<file path="src/rtl/uvmt_obi_st_rst_sequencer_if.sv">
// ---------------------------------------------------------------------------
// uvmt_obi_st_rst_sequencer_if
// Bundles the soft-reset handshake and the staged reset outputs of the
// self-test reset sequencer.
//
//   soft_rst_req  requester -> sequencer   4-phase soft-reset request
//   soft_rst_ack  sequencer -> requester   soft-reset acknowledge
//   rst_n_out     sequencer -> domains     per-domain active-low resets
//   stage_o       sequencer -> observers   number of domains released
//   rst_done      sequencer -> observers   all domains released
//
// Modports: master = the sequencer, slave = requester / reset consumers.
// NUM_RST must match the NUM_RST of the sequencer the interface is bound to.
// ---------------------------------------------------------------------------
interface uvmt_obi_st_rst_sequencer_if #(
    parameter int NUM_RST = 3
) ();

    localparam int STAGE_W = $clog2(NUM_RST + 1);

    logic                 soft_rst_req;
    logic                 soft_rst_ack;
    logic [NUM_RST-1:0]   rst_n_out;
    logic [STAGE_W-1:0]   stage_o;
    logic                 rst_done;

    modport master (
        input  soft_rst_req,
        output soft_rst_ack,
        output rst_n_out,
        output stage_o,
        output rst_done
    );

    modport slave (
        output soft_rst_req,
        input  soft_rst_ack,
        input  rst_n_out,
        input  stage_o,
        input  rst_done
    );

endinterface

</file>
<file path="src/rtl/uvmt_obi_st_rst_sequencer.sv">
// ---------------------------------------------------------------------------
// uvmt_obi_st_rst_sequencer
// Turns the bench's global reset into staged, ordered per-domain active-low
// resets. All domains stay low for MIN_HOLD cycles after the sequence starts,
// then domain 0..NUM_RST-1 release one every STAGE_GAP cycles. A 4-phase
// soft-reset handshake re-runs the sequence without the global reset.
//
// Ports
//   clk      in   bench clock, all state updates on posedge
//   reset_n  in   synchronous active-low reset, overrides everything
//   rst_if   master modport of uvmt_obi_st_rst_sequencer_if:
//            soft_rst_req (in), soft_rst_ack, rst_n_out, stage_o, rst_done (out)
//
// All outputs are registered.
// ---------------------------------------------------------------------------
module uvmt_obi_st_rst_sequencer #(
    parameter int NUM_RST   = 3,
    parameter int MIN_HOLD  = 16,
    parameter int STAGE_GAP = 4,
    parameter int CNT_W     = 8
) (
    input  logic                                clk,
    input  logic                                reset_n,
    uvmt_obi_st_rst_sequencer_if.master         rst_if
);

    localparam int STAGE_W = $clog2(NUM_RST + 1);
    localparam int MAX_CMP = (MIN_HOLD > STAGE_GAP) ? MIN_HOLD : STAGE_GAP;

    // The counter is compared against MIN_HOLD-1 / STAGE_GAP-1 and must be
    // able to hold both without wrapping.
    generate
        if ((2 ** CNT_W) <= MAX_CMP) begin : g_cnt_w_too_small
            $error("CNT_W too small for MIN_HOLD/STAGE_GAP");
        end
        if (NUM_RST < 1 || MIN_HOLD < 1 || STAGE_GAP < 1) begin : g_bad_param
            $error("NUM_RST, MIN_HOLD and STAGE_GAP must all be >= 1");
        end
    endgenerate

    localparam logic [1:0] ST_HOLD    = 2'd0;
    localparam logic [1:0] ST_RELEASE = 2'd1;
    localparam logic [1:0] ST_DONE    = 2'd2;

    localparam logic [CNT_W-1:0]   HOLD_LAST  = CNT_W'(MIN_HOLD - 1);
    localparam logic [CNT_W-1:0]   GAP_LAST   = CNT_W'(STAGE_GAP - 1);
    localparam logic [STAGE_W-1:0] LAST_STAGE = STAGE_W'(NUM_RST - 1);

    // Counter increment that holds at its compare value instead of wrapping.
    function automatic logic [CNT_W-1:0] sat_inc(input logic [CNT_W-1:0] v,
                                                 input logic [CNT_W-1:0] lim);
        return (v >= lim) ? lim : v + CNT_W'(1);
    endfunction

    logic [1:0]         state;
    logic [CNT_W-1:0]   cnt;
    logic [NUM_RST-1:0] rst_n_q;
    logic [STAGE_W-1:0] stage_q;
    logic               done_q;
    logic               ack_q;
    logic               pending;   // soft restart in flight, ack owed on DONE
    logic               restart;   // first HOLD cycle after a soft request:
                                   // drop all outputs before timing restarts

    always_ff @(posedge clk) begin
        if (!reset_n) begin
            state   <= ST_HOLD;
            cnt     <= '0;
            rst_n_q <= '0;
            stage_q <= '0;
            done_q  <= 1'b0;
            ack_q   <= 1'b0;
            pending <= 1'b0;
            restart <= 1'b0;
        end else begin
            case (state)
                ST_HOLD: begin
                    if (restart) begin
                        rst_n_q <= '0;
                        stage_q <= '0;
                        done_q  <= 1'b0;
                        cnt     <= '0;
                        restart <= 1'b0;
                    end else if (cnt == HOLD_LAST) begin
                        rst_n_q <= NUM_RST'(1);
                        stage_q <= STAGE_W'(1);
                        cnt     <= '0;
                        if (NUM_RST == 1) begin
                            done_q <= 1'b1;
                            state  <= ST_DONE;
                            if (pending) begin
                                ack_q   <= 1'b1;
                                pending <= 1'b0;
                            end
                        end else begin
                            state <= ST_RELEASE;
                        end
                    end else begin
                        cnt <= sat_inc(cnt, HOLD_LAST);
                    end
                end

                ST_RELEASE: begin
                    if (cnt == GAP_LAST) begin
                        // Outputs form a thermometer code, so releasing the
                        // next domain is a shift-in of a one.
                        rst_n_q <= (rst_n_q << 1) | NUM_RST'(1);
                        stage_q <= stage_q + STAGE_W'(1);
                        cnt     <= '0;
                        if (stage_q == LAST_STAGE) begin
                            done_q <= 1'b1;
                            state  <= ST_DONE;
                            if (pending) begin
                                ack_q   <= 1'b1;
                                pending <= 1'b0;
                            end
                        end
                    end else begin
                        cnt <= sat_inc(cnt, GAP_LAST);
                    end
                end

                ST_DONE: begin
                    // While ack is high only the req falling level matters;
                    // a still-high req cannot retrigger the sequence.
                    if (ack_q) begin
                        if (!rst_if.soft_rst_req) begin
                            ack_q <= 1'b0;
                        end
                    end else if (rst_if.soft_rst_req) begin
                        pending <= 1'b1;
                        restart <= 1'b1;
                        state   <= ST_HOLD;
                    end
                end

                default: begin
                    state <= ST_HOLD;
                end
            endcase
        end
    end

    assign rst_if.rst_n_out    = rst_n_q;
    assign rst_if.stage_o      = stage_q;
    assign rst_if.rst_done     = done_q;
    assign rst_if.soft_rst_ack = ack_q;

endmodule

</file>
<file path="src/flat_wrapper.sv">
// flat-port wrapper written by rule: the top's interface ports become plain ports
module uvmt_obi_st_rst_sequencer_flat 
#(
    parameter int NUM_RST   = 3,
    parameter int MIN_HOLD  = 16,
    parameter int STAGE_GAP = 4,
    parameter int CNT_W     = 8
)
  (clk, reset_n, rst_if_soft_rst_req, rst_if_soft_rst_ack, rst_if_rst_n_out, rst_if_stage_o, rst_if_rst_done);
  uvmt_obi_st_rst_sequencer_if #(.NUM_RST(NUM_RST)) rst_if_i ();
  input  logic clk;
  input  logic reset_n;
  input wire logic [$bits(rst_if_i.soft_rst_req)-1:0] rst_if_soft_rst_req;
  output wire logic [$bits(rst_if_i.soft_rst_ack)-1:0] rst_if_soft_rst_ack;
  output wire logic [$bits(rst_if_i.rst_n_out)-1:0] rst_if_rst_n_out;
  output wire logic [$bits(rst_if_i.stage_o)-1:0] rst_if_stage_o;
  output wire logic [$bits(rst_if_i.rst_done)-1:0] rst_if_rst_done;
  assign rst_if_i.soft_rst_req = rst_if_soft_rst_req;
  assign rst_if_soft_rst_ack = rst_if_i.soft_rst_ack;
  assign rst_if_rst_n_out = rst_if_i.rst_n_out;
  assign rst_if_stage_o = rst_if_i.stage_o;
  assign rst_if_rst_done = rst_if_i.rst_done;
  uvmt_obi_st_rst_sequencer #(.NUM_RST(NUM_RST), .MIN_HOLD(MIN_HOLD), .STAGE_GAP(STAGE_GAP), .CNT_W(CNT_W)) u_core (.clk(clk), .reset_n(reset_n), .rst_if(rst_if_i));
endmodule
</file>
<file path="config.mk">
export PLATFORM = sky130hd
export DESIGN_NAME = uvmt_obi_st_rst_sequencer_flat
export DESIGN_NICKNAME = d
export VERILOG_FILES = /design/src/rtl/uvmt_obi_st_rst_sequencer_if.sv /design/src/rtl/uvmt_obi_st_rst_sequencer.sv /design/src/flat_wrapper.sv
export SDC_FILE = /design/constraint.sdc
export NUM_CORES = 1
export LEC_CHECK = 0
export ABC_AREA = 1
export BUFFER_PORTS_ARGS = -buffer_cell sky130_fd_sc_hd__buf_2
export CAP_MARGIN = 20
export CORE_UTILIZATION = 41
export DETAILED_ROUTE_END_ITERATION = 8
export PLACE_DENSITY = 0.68
export REMOVE_ABC_BUFFERS = 1
export SETUP_SLACK_MARGIN = 0.4
export SYNTH_ARGS = -nofsm -noshare
export SYNTH_HDL_FRONTEND = slang
export SYNTH_SLANG_ARGS = --single-unit
</file>
<file path="constraint.sdc">
create_clock -name clk -period 3.2 [get_ports clk]
set_input_delay 0.48 -clock clk [delete_from_list [all_inputs] [get_ports clk]]
set_output_delay 0.48 -clock clk [all_outputs]
set_load 0.01 [all_outputs]
</file>
Yosys cells after proc, flatten, opt, wreduce, memory -nomap -nowiden
Index checks and enable logic that the tools add are counted.
{"block": "totals", "ram_bits": 0, "output_inout_bits": 7, "rom_bits": 0, "n_memories": 0, "reg_bits": 19, "latchBits": 0, "wordCells": 72, "inputBits": 3}
{"block": "classes", "shifts": 0, "eq_ne": 14, "mux": 36, "mul": 0, "bitwise": 0, "n_addsub": 2, "order_cmp": 2, "n_reduce_logical": 10, "div": 0}
{"operator": "two-way mux 8 bit", "count": 5}
{"operator": "two-way mux 2 bit", "count": 8}
{"operator": "case mux 8 bit (2 select lines)", "count": 1}
{"operator": "two-way mux 1 bit", "count": 12}
{"operator": "!= test 2 x 1 -> 1 bit, second input constant", "count": 5}
{"operator": "two-way mux 3 bit", "count": 3}
{"operator": "adder 8 x 1 -> 8 bit, second input constant", "count": 1}
{"operator": "equality test 8 x 2 -> 1 bit, second input constant", "count": 1}
{"operator": "equality test 8 x 4 -> 1 bit, second input constant", "count": 1}
{"operator": ">= comparator 8 x 2 -> 1 bit, second input constant", "count": 1}
{"operator": ">= comparator 8 x 4 -> 1 bit, second input constant", "count": 1}
{"operator": "case mux 1 bit (2 select lines)", "count": 4}
{"operator": "AND reduction 4 bit", "count": 2}
{"operator": "!= test 2 bit, second input constant", "count": 3}
{"operator": "case mux 2 bit (3 select lines)", "count": 1}
{"operator": "case mux 3 bit (2 select lines)", "count": 1}
{"operator": "AND reduction 3 bit", "count": 2}
{"operator": "AND reduction 6 bit", "count": 1}
{"operator": "nonzero test 2 bit", "count": 3}
{"operator": "AND reduction 5 bit", "count": 1}
{"operator": "equality test 2 bit, second input constant", "count": 2}
{"operator": "case mux 2 bit (2 select lines)", "count": 1}
{"operator": "!= test 3 x 1 -> 1 bit, second input constant", "count": 1}
{"operator": "adder 2 x 1 -> 2 bit, second input constant", "count": 1}
{"operator": "other kinds (2)", "count": 2}

Longest topological paths before layout
Gate-level depths: netlist of the first run.
{"block": "depth", "ltp_word": 5, "depth_mapped": 12, "mapped_depth_nobuf": 10}

Worst setup path after synthesis of the first run
No wires, ideal clock.
{"block": "synth_timing", "path_kind": "reg-to-reg", "from": "register u_core.cnt[0]", "to": "register u_core.rst_n_q[0], in the netlist u_core.rst_if.rst_n_out[0]", "t_required_ps": 3068, "path_stages_with_launch": 7, "path_slack_ps": 1879, "arrival_ps": 1188, "synth_period_minus_slack_ps": 1321, "path_buffers": 0, "setup_ps": 132, "path_cell_list": "dfxtp_1 -> ha_1 -> nand3_2 -> o21ai_4 -> nand3_2 -> nand2_1 -> a21oi_1"}
{"block": "synth_between", "elab_chain_cells": 3, "elab_cells_between_ends": 5, "cone_classes": "eq/ne: 4; reduce/logical: 1"}
{"element": "start, declared", "line_no": "uvmt_obi_st_rst_sequencer.sv:56", "text": "logic [CNT_W-1:0] cnt;"}
{"element": "start signal, assigned", "line_no": "uvmt_obi_st_rst_sequencer.sv:99", "text": "cnt <= sat_inc(cnt, HOLD_LAST);"}
{"element": "start signal, assigned", "line_no": "uvmt_obi_st_rst_sequencer.sv:119", "text": "cnt <= sat_inc(cnt, GAP_LAST);"}
{"element": "equality test 8 x 4 -> 1 bit or equality test 8 x 2 -> 1 bit (tied branches)", "line_no": "uvmt_obi_st_rst_sequencer.sv:84, uvmt_obi_st_rst_sequencer.sv:104"}
{"element": "!= test 3 x 1 -> 1 bit (no source line) or != test 2 x 1 -> 1 bit (tied branches)"}
{"element": "AND reduction 3 bit (no source line) (*)"}
{"element": "end signal, assigned", "line_no": "uvmt_obi_st_rst_sequencer.sv:107", "text": "rst_n_q <= (rst_n_q << 1) | NUM_RST'(1);"}
{"element": "end, declared", "line_no": "uvmt_obi_st_rst_sequencer.sv:57", "text": "logic [NUM_RST-1:0] rst_n_q;"}
Every way passes the cells marked *; elsewhere a longest branch is shown, timed or not.
A chain may end at the register's enable or synchronous reset.

Final worst setup path of the first run
{"block": "layout_timing", "from": "register u_core.state[1]", "to": "register u_core.stage_q[0], in the netlist u_core.rst_if.stage_o[0]"}
{"block": "layout_between", "elab_chain_cells": 3, "elab_cells_between_ends": 7, "cone_classes": "eq/ne: 3; mux: 1; reduce/logical: 3"}
{"element": "start, declared", "line_no": "uvmt_obi_st_rst_sequencer.sv:55", "text": "logic [1:0] state;"}
{"element": "start signal, assigned", "line_no": "uvmt_obi_st_rst_sequencer.sv:67", "text": "state <= ST_HOLD;"}
{"element": "start signal, assigned", "line_no": "uvmt_obi_st_rst_sequencer.sv:90", "text": "state <= ST_DONE;"}
{"element": "start signal, assigned", "line_no": "uvmt_obi_st_rst_sequencer.sv:96", "text": "state <= ST_RELEASE;"}
{"element": "equality test 2 x 1 -> 1 bit or zero test 2 bit (tied branches)", "line_no": "uvmt_obi_st_rst_sequencer.sv:76", "text": "case (state)"}
{"element": "!= test 2 x 1 -> 1 bit (no source line), or another cell as far along"}
{"element": "AND reduction 3 bit (no source line)"}
{"element": "end signal, assigned", "line_no": "uvmt_obi_st_rst_sequencer.sv:108", "text": "stage_q <= stage_q + STAGE_W'(1);"}
{"element": "end, declared", "line_no": "uvmt_obi_st_rst_sequencer.sv:58", "text": "logic [STAGE_W-1:0] stage_q;"}
Parallel ways exist; a longest one is shown, timed or not.

==> flow_metrics.py, run 1 <==
metrics = {
    "timing": {
        "setup_viol_count_final": 0,
        "drv_slew": 0,
        "report.final.hold_viol_count": 0,
        "achievable-frequency_mhz": 629,
        "whs_ns": 0.436,
        "max_slew_margin": 0.673,
        "sum_of_negative_setup_slack_ns": 0,
        "worst_slew_pin_slew_ns": 0.490,
        "fin_worst_skew_ns": 0.00426,
        "fin_crit_ns": 1.59,
        "period_share": 0.497,
        "rsz_0062_raised_after_global_routing": "no",
    },
    "final_layout": {
        "final_design_area_no_fill_um2": 1110,
        "layout-drive-gt1-share": 0.205,
        "layout-area-overhead-vs-synth_pct": 7.35,
        "instances_no_fill": 179,
        "nNetsFinal": 157,
        "final_common_cell": "nand2_1",
        "most-common-layout-cells": "nand2_1 (28), nor2_1 (20), dfxtp_1 (19), a21oi_1 (13), inv_1 (10)",
        "nFillCells": 223,
        "diodes_inserted": 0,
    },
    "clocking": {
        "cts_buffer_depth": 2,
        "clk_pin_slew_worst_setup_hold_paths_ns": 0.11,
        "clkLatencyLatePin_ns": 0.30,
        "holdBufCountCts": 0,
        "cts_resized": 0,
        "numClockSinks": 19,
        "post-cts-setup-buffer-count": 0,
        "cts_made_buffers": 3,
        "cts-htree-levels": 1,
        "cts.root.buffer_cell": "clkbuf_4",
        "cts_tree": "built",
    },
    "logic_synthesis": {
        "yosys_synthesis_warning_count": 0,
        "netlist_area_um2": 1040,
        "synth_cell_types": 25,
        "netlist_instances": 142,
        "synth_seq_cells": 19,
        "postSynthAreaPerCell_um2": 7.31,
        "synth_sequential_area_ratio": 0.366,
    },
    "worst_setup_path": {
        "path_max_fanout": 14,
        "critPathSlowestCell": "dfxtp_1",
        "timing.critical_path.to_type": "flip-flop",
        "critical_path_buf_inv_count": 2,
        "start_kind": "flip-flop",
        "setup.reg_to_reg.worst_slack_ns": 1.61,
        "required_ns": 3.38,
        "worst_path_largest_cell_delay_ns": 0.59,
        "data_arrival_time_of_the_critical_path_ns": 1.77,
        "setup.worst_path.class": "reg -> reg",
        "worstPathCellList": "inv_8, nand2_4, clkinv_1, o21ai_4, nand3_2, nand2_1, a21oi_1",
        "critPathTopFamily": "flip-flops",
    },
    "die": {
        "num_rows": 17,
        "die-area_um2": 2740,
        "top_level_ports": 10,
        "floorplan.initialDensity": 0.452,
        "die_height_um": 52.3,
        "dieWidth_um": 52.3,
        "fp.coreArea_um2": 2300,
    },
    "detailed_routing": {
        "vias_per_cell": 5.15,
        "drc": 0,
        "drtPass1Iterations": 4,
        "vias": 922,
        "ant_nets": 0,
        "routed_wl_mm": 2.01,
        "drt_iter0_drc": 36,
        "routed_wire_length_per_instance_um": 11.2,
    },
    "global_route": {
        "gr-total-overflow": 0,
        "grt_pass1_wl_mm": 3.42,
        "grt_start_max_net_pins": 17,
        "grt_antenna_before_repair": 0,
        "global_route_usage_over_all_layers": 0.171,
        "met3_usage": 0.0609,
        "gr-usage-met1": 0.239,
        "grtUsageMet2": 0.249,
        "grt-busiest-layer": "met2",
        "first_global_vias": 775,
    },
    "power_and_ir_drop": {
        "power.density_nw_per_um2": 351,
        "power_uw": 391,
        "p_leak_uw": 0.000456,
        "worst_vdd_rail_ir_drop_v": 0.000235,
    },
    "min_path": {
        "hp-class": "in -> reg",
    },
    "place": {
        "dp_cells": 175,
        "placement.cell_area_um2": 1090,
        "detailedPlacementHpwl_mm": 1.50,
        "io_buffers": 9,
        "gpl.final_weighted_congestion": 0.851,
    },
    "run_status": {
        "outcome": "completed",
    },
    "run": {
        "drv.max_cap_violation_count": 0,
    },
}
## kinds of logic after synthesis
kind of cell / share of synthesized area
xor gates and xnor gates: 0.0169
AOI/OAI and AO/OA: 0.140
adders and majority gates: 0.0241
and+or+nand+nor: 0.358
buffers and inverters: 0.0952
DFF: 0.366
## worst register-to-register path, cell delays in order, from the launching register on
cell	delay, ns
dfxtp_1	0.59
inv_8	0.11
nand2_4	0.15
clkinv_1	0.18
o21ai_4	0.14
nand3_2	0.15
nand2_1	0.09
a21oi_1	0.05
## state kept, by name, indices dropped and copies added, names as in the netlist
signal                      count
u_core.cnt                      8
u_core.rst_if.rst_n_out         3
u_core.rst_if.stage_o           2
u_core.state                    2
u_core.pending                  1
u_core.restart                  1
u_core.rst_if.rst_done          1
u_core.rst_if.soft_rst_ack      1
## per-layer routing
layer  share of wire  wire length (um)
met5               0                 0
met4               0                 0
met3           0.045                91
met2            0.46               929
met1            0.49               985
## Yosys cell counts
cell type / count / area, um^2
nand2_1: 28 / 105
nor2_1: 20 / 75.1
dfxtp_1: 19 / 380
a21oi_1: 13 / 65.1
inv_1: 10 / 37.5
nand3_1: 8 / 40.0
nand4_1: 7 / 43.8
o21ai_0: 6 / 30.0
nand2_4: 4 / 45.0
nor2_2: 4 / 25.0
inv_2: 3 / 11.3
buf_6: 2 / 22.5
clkinv_1: 2 / 7.51
ha_1: 2 / 25.0
nand3_2: 2 / 20.0
o21ai_1: 2 / 10.0
o21ai_4: 2 / 32.5
a211oi_1: 1 / 7.51
buf_2: 1 / 5.00
clkbuf_1: 1 / 3.75
inv_8: 1 / 11.3
nand2_2: 1 / 6.26
nor2_4: 1 / 11.3
xnor2_1: 1 / 8.76
xor2_1: 1 / 8.76
## layout make-up
cell class / count / area [um^2] / area share
Timing Repair Buffer: 9 / 45.0 / 0.0404
Sequential cell: 19 / 380 / 0.341
Clock inverter: 1 / 5.00 / 0.00449
Multi-Input combinational cell: 103 / 559 / 0.502
Inverter: 16 / 67.6 / 0.0606
Clock buffer: 3 / 22.5 / 0.0202
Tap cell: 28 / 35.0 / 0.0314
## worst paths after layout
check,start,endpoint,cells past startpoint
min reg2reg,u_core.cnt[7]$_SDFFE_PN0N_,u_core.cnt[7]$_SDFFE_PN0N_,2
max reg2reg,u_core.state[1]$_SDFFE_PN0P_,u_core.rst_if.stage_o[0]$_SDFFE_PN0P_,7
max,u_core.state[1]$_SDFFE_PN0P_,u_core.rst_if.stage_o[0]$_SDFFE_PN0P_,7
min,reset_n,u_core.state[1]$_SDFFE_PN0P_,3
## through the flow
stage,setup slack [ns],util
final,1.61,0.485
after floorplan,1.83,-
after detailed placement,1.63,0.473
after CTS,1.60,0.485
after global placement,1.71,0.473
after global routing,1.44,0.485
## power breakdown
part	internal [uW]	leakage (uW)	switching (uW)
Sequential	240	0.000154	4.00
Combinational	9.24	0.000284	15.9
Clock	46.6	0.0000177	75.3
Note: power is estimated with default switching activity, not from simulation.
==> run 2, diff against run 1 <==
- PLACE_DENSITY: 0.68 -> 0.7
- clock period: 3.2 -> 1.3 ns (I/O delays scaled with it)
==> flow_metrics.py, run 2 (synthesized netlist as in run 1, its figures left out) <==
metrics = {
    "final_layout": {
        "layout-area-overhead-vs-synth_pct": 33.9,
        "largest-register": "u_core.cnt",
        "final_common_cell": "nand2_1",
        "layout-drive-gt1-share": 0.455,
        "layout.core_utilization": 0.605,
        "largest_register_ff_count": 8,
        "diodes_inserted": 0,
        "most-common-layout-cells": "nand2_1 (24), nor2_1 (16), dfxtp_2 (14), buf_6 (12)",
        "final_design_area_no_fill_um2": 1390,
        "nNetsFinal": 173,
    },
    "clocking": {
        "cts.root.buffer_cell": "clkbuf_4",
        "numClockSinks": 19,
        "cts_made_buffers": 3,
        "clkLatencyLatePin_ns": 0.30,
        "cts_buffer_depth": 2,
        "holdBufCountCts": 0,
        "clk_pin_slew_worst_setup_hold_paths_ns": 0.11,
        "cts-htree-levels": 1,
        "cts_tree": "built",
    },
    "detailed_routing": {
        "routed_wire_length_per_instance_um": 13.5,
        "vias_per_cell": 5.28,
        "drtPass1Iterations": 4,
        "drc": 0,
        "drt_iter0_drc": 27,
        "routed_wl_mm": 2.64,
        "ant_nets": 0,
        "vias": 1030,
    },
    "worst_setup_path": {
        "worst_path_most_repeated_cell": "nand2_1",
        "path_max_fanout": 3,
        "critPathSlowestCell": "dfxtp_2",
        "required_ns": 1.51,
        "data_arrival_time_of_the_critical_path_ns": 1.49,
        "critical_path_buf_inv_count": 3,
        "worst_path_largest_cell_delay_ns": 0.35,
        "critPathTopFamily": "simple AND/OR/NAND/NOR gates",
        "worstPathCellList": "ha_4, buf_6, inv_2, nand2_2, nor2_4, nand2_1, nand2_1, nand3_2, nand2_1, inv_1",
        "start_kind": "flip-flop",
        "timing.critical_path.to_type": "flip-flop",
        "setup.worst_path.class": "reg -> reg",
    },
    "die": {
        "die_height_um": 52.3,
        "top_level_ports": 10,
        "dieWidth_um": 52.3,
        "floorplan.initialDensity": 0.452,
        "num_rows": 17,
        "fp.coreArea_um2": 2300,
        "die-area_um2": 2740,
    },
    "place": {
        "placement.cell_area_um2": 1180,
        "detailedPlacementHpwl_mm": 1.72,
        "io_buffers": 9,
        "gpl.final_weighted_congestion": 0.869,
    },
    "global_route": {
        "first_global_vias": 950,
        "gr-total-overflow": 0,
        "grt_start_max_net_pins": 13,
        "grt_antenna_before_repair": 0,
        "global_route_usage_over_all_layers": 0.208,
        "grt_pass1_wl_mm": 4.20,
    },
    "power_and_ir_drop": {
        "worst_vdd_rail_ir_drop_v": 0.000471,
        "power_uw": 1020,
        "p_leak_uw": 0.000566,
        "power.density_nw_per_um2": 732,
    },
    "timing": {
        "report.final.hold_viol_count": 0,
        "worst_slew_pin_slew_ns": 0.432,
        "achievable-frequency_mhz": 782,
        "fin_worst_skew_ns": 0.00304,
        "fin_crit_ns": 1.28,
        "max_slew_margin": 0.711,
        "sum_of_negative_setup_slack_ns": 0,
        "period_share": 0.984,
        "drv_slew": 0,
        "rsz_0062_raised_after_global_routing": "yes",
        "setup_viol_count_final": 0,
    },
    "min_path": {
        "hp-class": "in -> reg",
    },
    "run": {
        "drv.max_cap_violation_count": 0,
    },
    "run_status": {
        "outcome": "completed",
    },
}
==> run 2: what timing repair did <==
item	in CTS	in global routing
pin swaps	15	8
buffers inserted	3	1
resized for setup	39	11
endpoints found under the setup margin	22	22
==> run 2: final timing paths <==
check	start	end	slack [ns]	cells past startpoint
worst max-delay path	u_core.cnt[0]$_SDFFE_PN0N_	u_core.cnt[0]$_SDFFE_PN0N_	0.02	10
worst min-delay path	reset_n	u_core.cnt[3]$_SDFFE_PN0N_	0.15	3
worst max register to register	u_core.cnt[0]$_SDFFE_PN0N_	u_core.cnt[0]$_SDFFE_PN0N_	0.02	10
worst min register to register	u_core.cnt[5]$_SDFFE_PN0N_	u_core.cnt[5]$_SDFFE_PN0N_	0.45	2
==> run 2: power by group <==
| group | total, uW | switching, uW | internal [uW] |
|---|---|---|---|
| Combinational | 108 | 57.9 | 50.5 |
| Sequential | 601 | 11.2 | 590 |
| Clock | 309 | 189 | 120 |
| Total | 1020 | 258 | 760 |
==> run 2: tightest hold or removal path: cells and delay by family <==
kind / cells / cell delay, ns
buffers and inverters: 1 / 0.12
AO/OA/AOI/OAI: 2 / 0.11
==> run 2: cell type report <==
type	count	area, um^2
multi-input cells	103	632
clock buffers	4	26.3
repair buffers	25	228
fillers	213	907
well taps	28	35.0
flip-flops and latches	19	402
inverters	16	67.6
==> run 2: layer usage <==
metal,track usage,up-vias,part of all wire
met5,0,-,0
met1,0.258,491,0.43
li1,-,511,-
met3,0.0580,4,0.047
met2,0.338,24,0.51
met4,0.0789,0,0.010
==> run 2: metrics by stage <==
| stage | hold slack [ns] | instances | setup slack [ns] |
|---|---|---|---|
| 2_1_floorplan | 0.318 | 138 | -0.0719 |
| 3_3_place_gp | 0.415 | 187 | -0.0328 |
| 3_5_place_dp | 0.420 | 187 | -0.100 |
| 4_1_cts | 0.143 | 194 | 0.0501 |
| 5_1_grt | 0.153 | 195 | -0.0571 |
| 6_report | 0.151 | 195 | 0.0208 |
==> run 3, diff against run 2 <==
- CORE_UTILIZATION: 41 -> 34
- PLACE_DENSITY: 0.7 -> 0.62
==> flow_metrics.py, run 3 (synthesized netlist as in run 1, its figures left out) <==
metrics = {
    "timing": {
        "worst_slew_pin_slew_ns": 0.374,
        "fin_worst_skew_ns": 0.00492,
        "drv_slew": 0,
        "achievable-frequency_mhz": 764,
        "rsz_0062_raised_after_global_routing": "yes",
        "timing.final.ws_setup_ns": -0.00837,
        "period_share": 1.01,
        "report.final.hold_viol_count": 0,
        "fin_crit_ns": 1.31,
        "whs_ns": 0.135,
        "max_slew_margin": 0.750,
        "setup_viol_count_final": 1,
        "sum_of_negative_setup_slack_ns": -0.00837,
    },
    "die": {
        "die-area_um2": 3280,
        "dieWidth_um": 57.3,
        "floorplan.initialDensity": 0.367,
        "top_level_ports": 10,
        "die_height_um": 57.3,
        "num_rows": 19,
        "fp.coreArea_um2": 2830,
    },
    "final_layout": {
        "instances_no_fill": 196,
        "final_common_cell": "nand2_1",
        "layout-drive-gt1-share": 0.473,
        "most-common-layout-cells": "nand2_1 (24), nor2_1 (16), dfxtp_2 (14), buf_4 (12)",
        "nNetsFinal": 171,
        "largest-register": "u_core.cnt",
        "diodes_inserted": 0,
        "nFillCells": 263,
        "layout.core_utilization": 0.498,
        "layout-area-overhead-vs-synth_pct": 35.7,
        "largest_register_ff_count": 8,
    },
    "worst_setup_path": {
        "setup.worst_path.class": "reg -> reg",
        "setup.reg_to_reg.worst_slack_ns": -0.008,
        "start_kind": "flip-flop",
        "timing.critical_path.to_type": "flip-flop",
        "data_arrival_time_of_the_critical_path_ns": 1.52,
        "path_max_fanout": 7,
        "r2r_end": "u_core.cnt[1]$_SDFFE_PN0N_",
        "r2r_cells": 9,
        "required_ns": 1.51,
        "r2r-start": "u_core.state[1]$_SDFFE_PN0P_",
    },
    "detailed_routing": {
        "vias": 995,
        "drt_iter0_drc": 33,
        "ant_nets": 0,
        "routed_wire_length_per_instance_um": 12.5,
        "vias_per_cell": 5.08,
        "drtPass1Iterations": 4,
        "drc": 0,
        "routed_wl_mm": 2.45,
    },
    "power_and_ir_drop": {
        "p_leak_uw": 0.000559,
        "power.density_nw_per_um2": 716,
        "worst_vdd_rail_ir_drop_v": 0.000476,
    },
    "place": {
        "dp_slack_ns": -0.0802,
        "dp_cells": 186,
        "io_buffers": 9,
        "gpl.final_weighted_congestion": 0.905,
        "detailedPlacementHpwl_mm": 1.62,
    },
    "clocking": {
        "cts_buffer_depth": 2,
        "clkLatencyLatePin_ns": 0.31,
        "cts.root.buffer_cell": "clkbuf_4",
        "cts_made_buffers": 3,
        "clk_pin_slew_worst_setup_hold_paths_ns": 0.11,
        "numClockSinks": 19,
        "holdBufCountCts": 0,
        "cts_tree": "built",
        "cts-htree-levels": 1,
    },
    "global_route": {
        "gr-total-overflow": 0,
        "grt_pass1_wl_mm": 4.17,
        "grt_antenna_before_repair": 0,
        "grt_start_max_net_pins": 13,
        "first_global_vias": 938,
        "global_route_usage_over_all_layers": 0.167,
    },
    "min_path": {
        "hp-start": "reset_n",
        "worst_hold_path.endpoint": "u_core.state[1]$_SDFFE_PN0P_",
        "hp-class": "in -> reg",
        "worstHoldPathCells": 3,
    },
    "run_status": {
        "violations": "setup timing",
        "outcome": "complete, but fails checks",
    },
    "run": {
        "drv.max_cap_violation_count": 0,
    },
}
run 3: changes by cell type in the layout (fill, tap and decap cells not counted), moves of 2 or more:
cell	delta
buf_6	-3
inv_2	-2
nand3_4	+2
a21oi_2	+3
a21oi_1	-3
run 3: layer usage:
layer	routed length, um	global-route usage	vias to the layer above	share of wire
met1	1140	0.218	467	0.47
met4	80	0.0801	0	0.033
met2	1180	0.254	10	0.48
met5	0	0	-	0
li1	-	-	510	-
met3	46	0.0476	8	0.019
run 3: repair_timing:
item	in CTS	in global routing
gates cloned	0	0
gates resized for setup	43	13
setup buffers	6	0
setup endpoints to repair	22	22
pin swaps	14	9
run 3: metrics by stage:
stage          total power (uW)  cell area, um^2
2_1_floorplan               657             1010
3_3_place_gp                689             1150
3_5_place_dp                690             1150
4_1_cts                    1020             1360
5_1_grt                    1070             1410
6_report                   1010             1410
run 3: worst max-delay path, stage by stage (launching register included):
cell and delay [ns]:
dfxtp_4 0.39, inv_8 0.04, nand2_4 0.05, clkinv_1 0.20, o21ai_4 0.19, nand2_1 0.10, nand2_1 0.07, nand3_1 0.07
nand2_1 0.06, inv_1 0.03
run 3: layout make-up:
type / instances / area (um^2) / share of cell area
timing repair buffer: 23 / 201 / 0.143
inverter: 16 / 68.8 / 0.0488
sequential: 19 / 405 / 0.288
tap: 31 / 38.8 / 0.0275
clock buffer: 4 / 26.3 / 0.0187
multi-input combinational: 103 / 668 / 0.474
run 3: report_power, final:
part	leakage (uW)	switching, uW	internal (uW)	total (uW)
sequential	0.000162	11.9	589	601
combinational	0.000382	52.9	44.2	97.0
clock	0.0000150	191	120	311
total	0.000559	256	753	1010
run 3: worst max path at each step:
stage	slack, ns	from	cells past startpoint	end
floorplan	-0.07	u_core.state[1]$_SDFFE_PN0P_	7	u_core.rst_if.stage_o[0]$_SDFFE_PN0P_
global placement	-0.02	u_core.cnt[0]$_SDFFE_PN0N_	6	u_core.rst_if.rst_n_out[0]$_SDFFE_PN0P_
detailed placement	-0.08	u_core.cnt[0]$_SDFFE_PN0N_	6	u_core.rst_if.rst_n_out[2]$_SDFFE_PN0P_
CTS	0.04	u_core.cnt[1]$_SDFFE_PN0N_	8	u_core.cnt[1]$_SDFFE_PN0N_
global route	-0.05	u_core.cnt[1]$_SDFFE_PN0N_	6	u_core.rst_if.stage_o[0]$_SDFFE_PN0P_
finish	-0.008	u_core.state[1]$_SDFFE_PN0P_	9	u_core.cnt[1]$_SDFFE_PN0N_
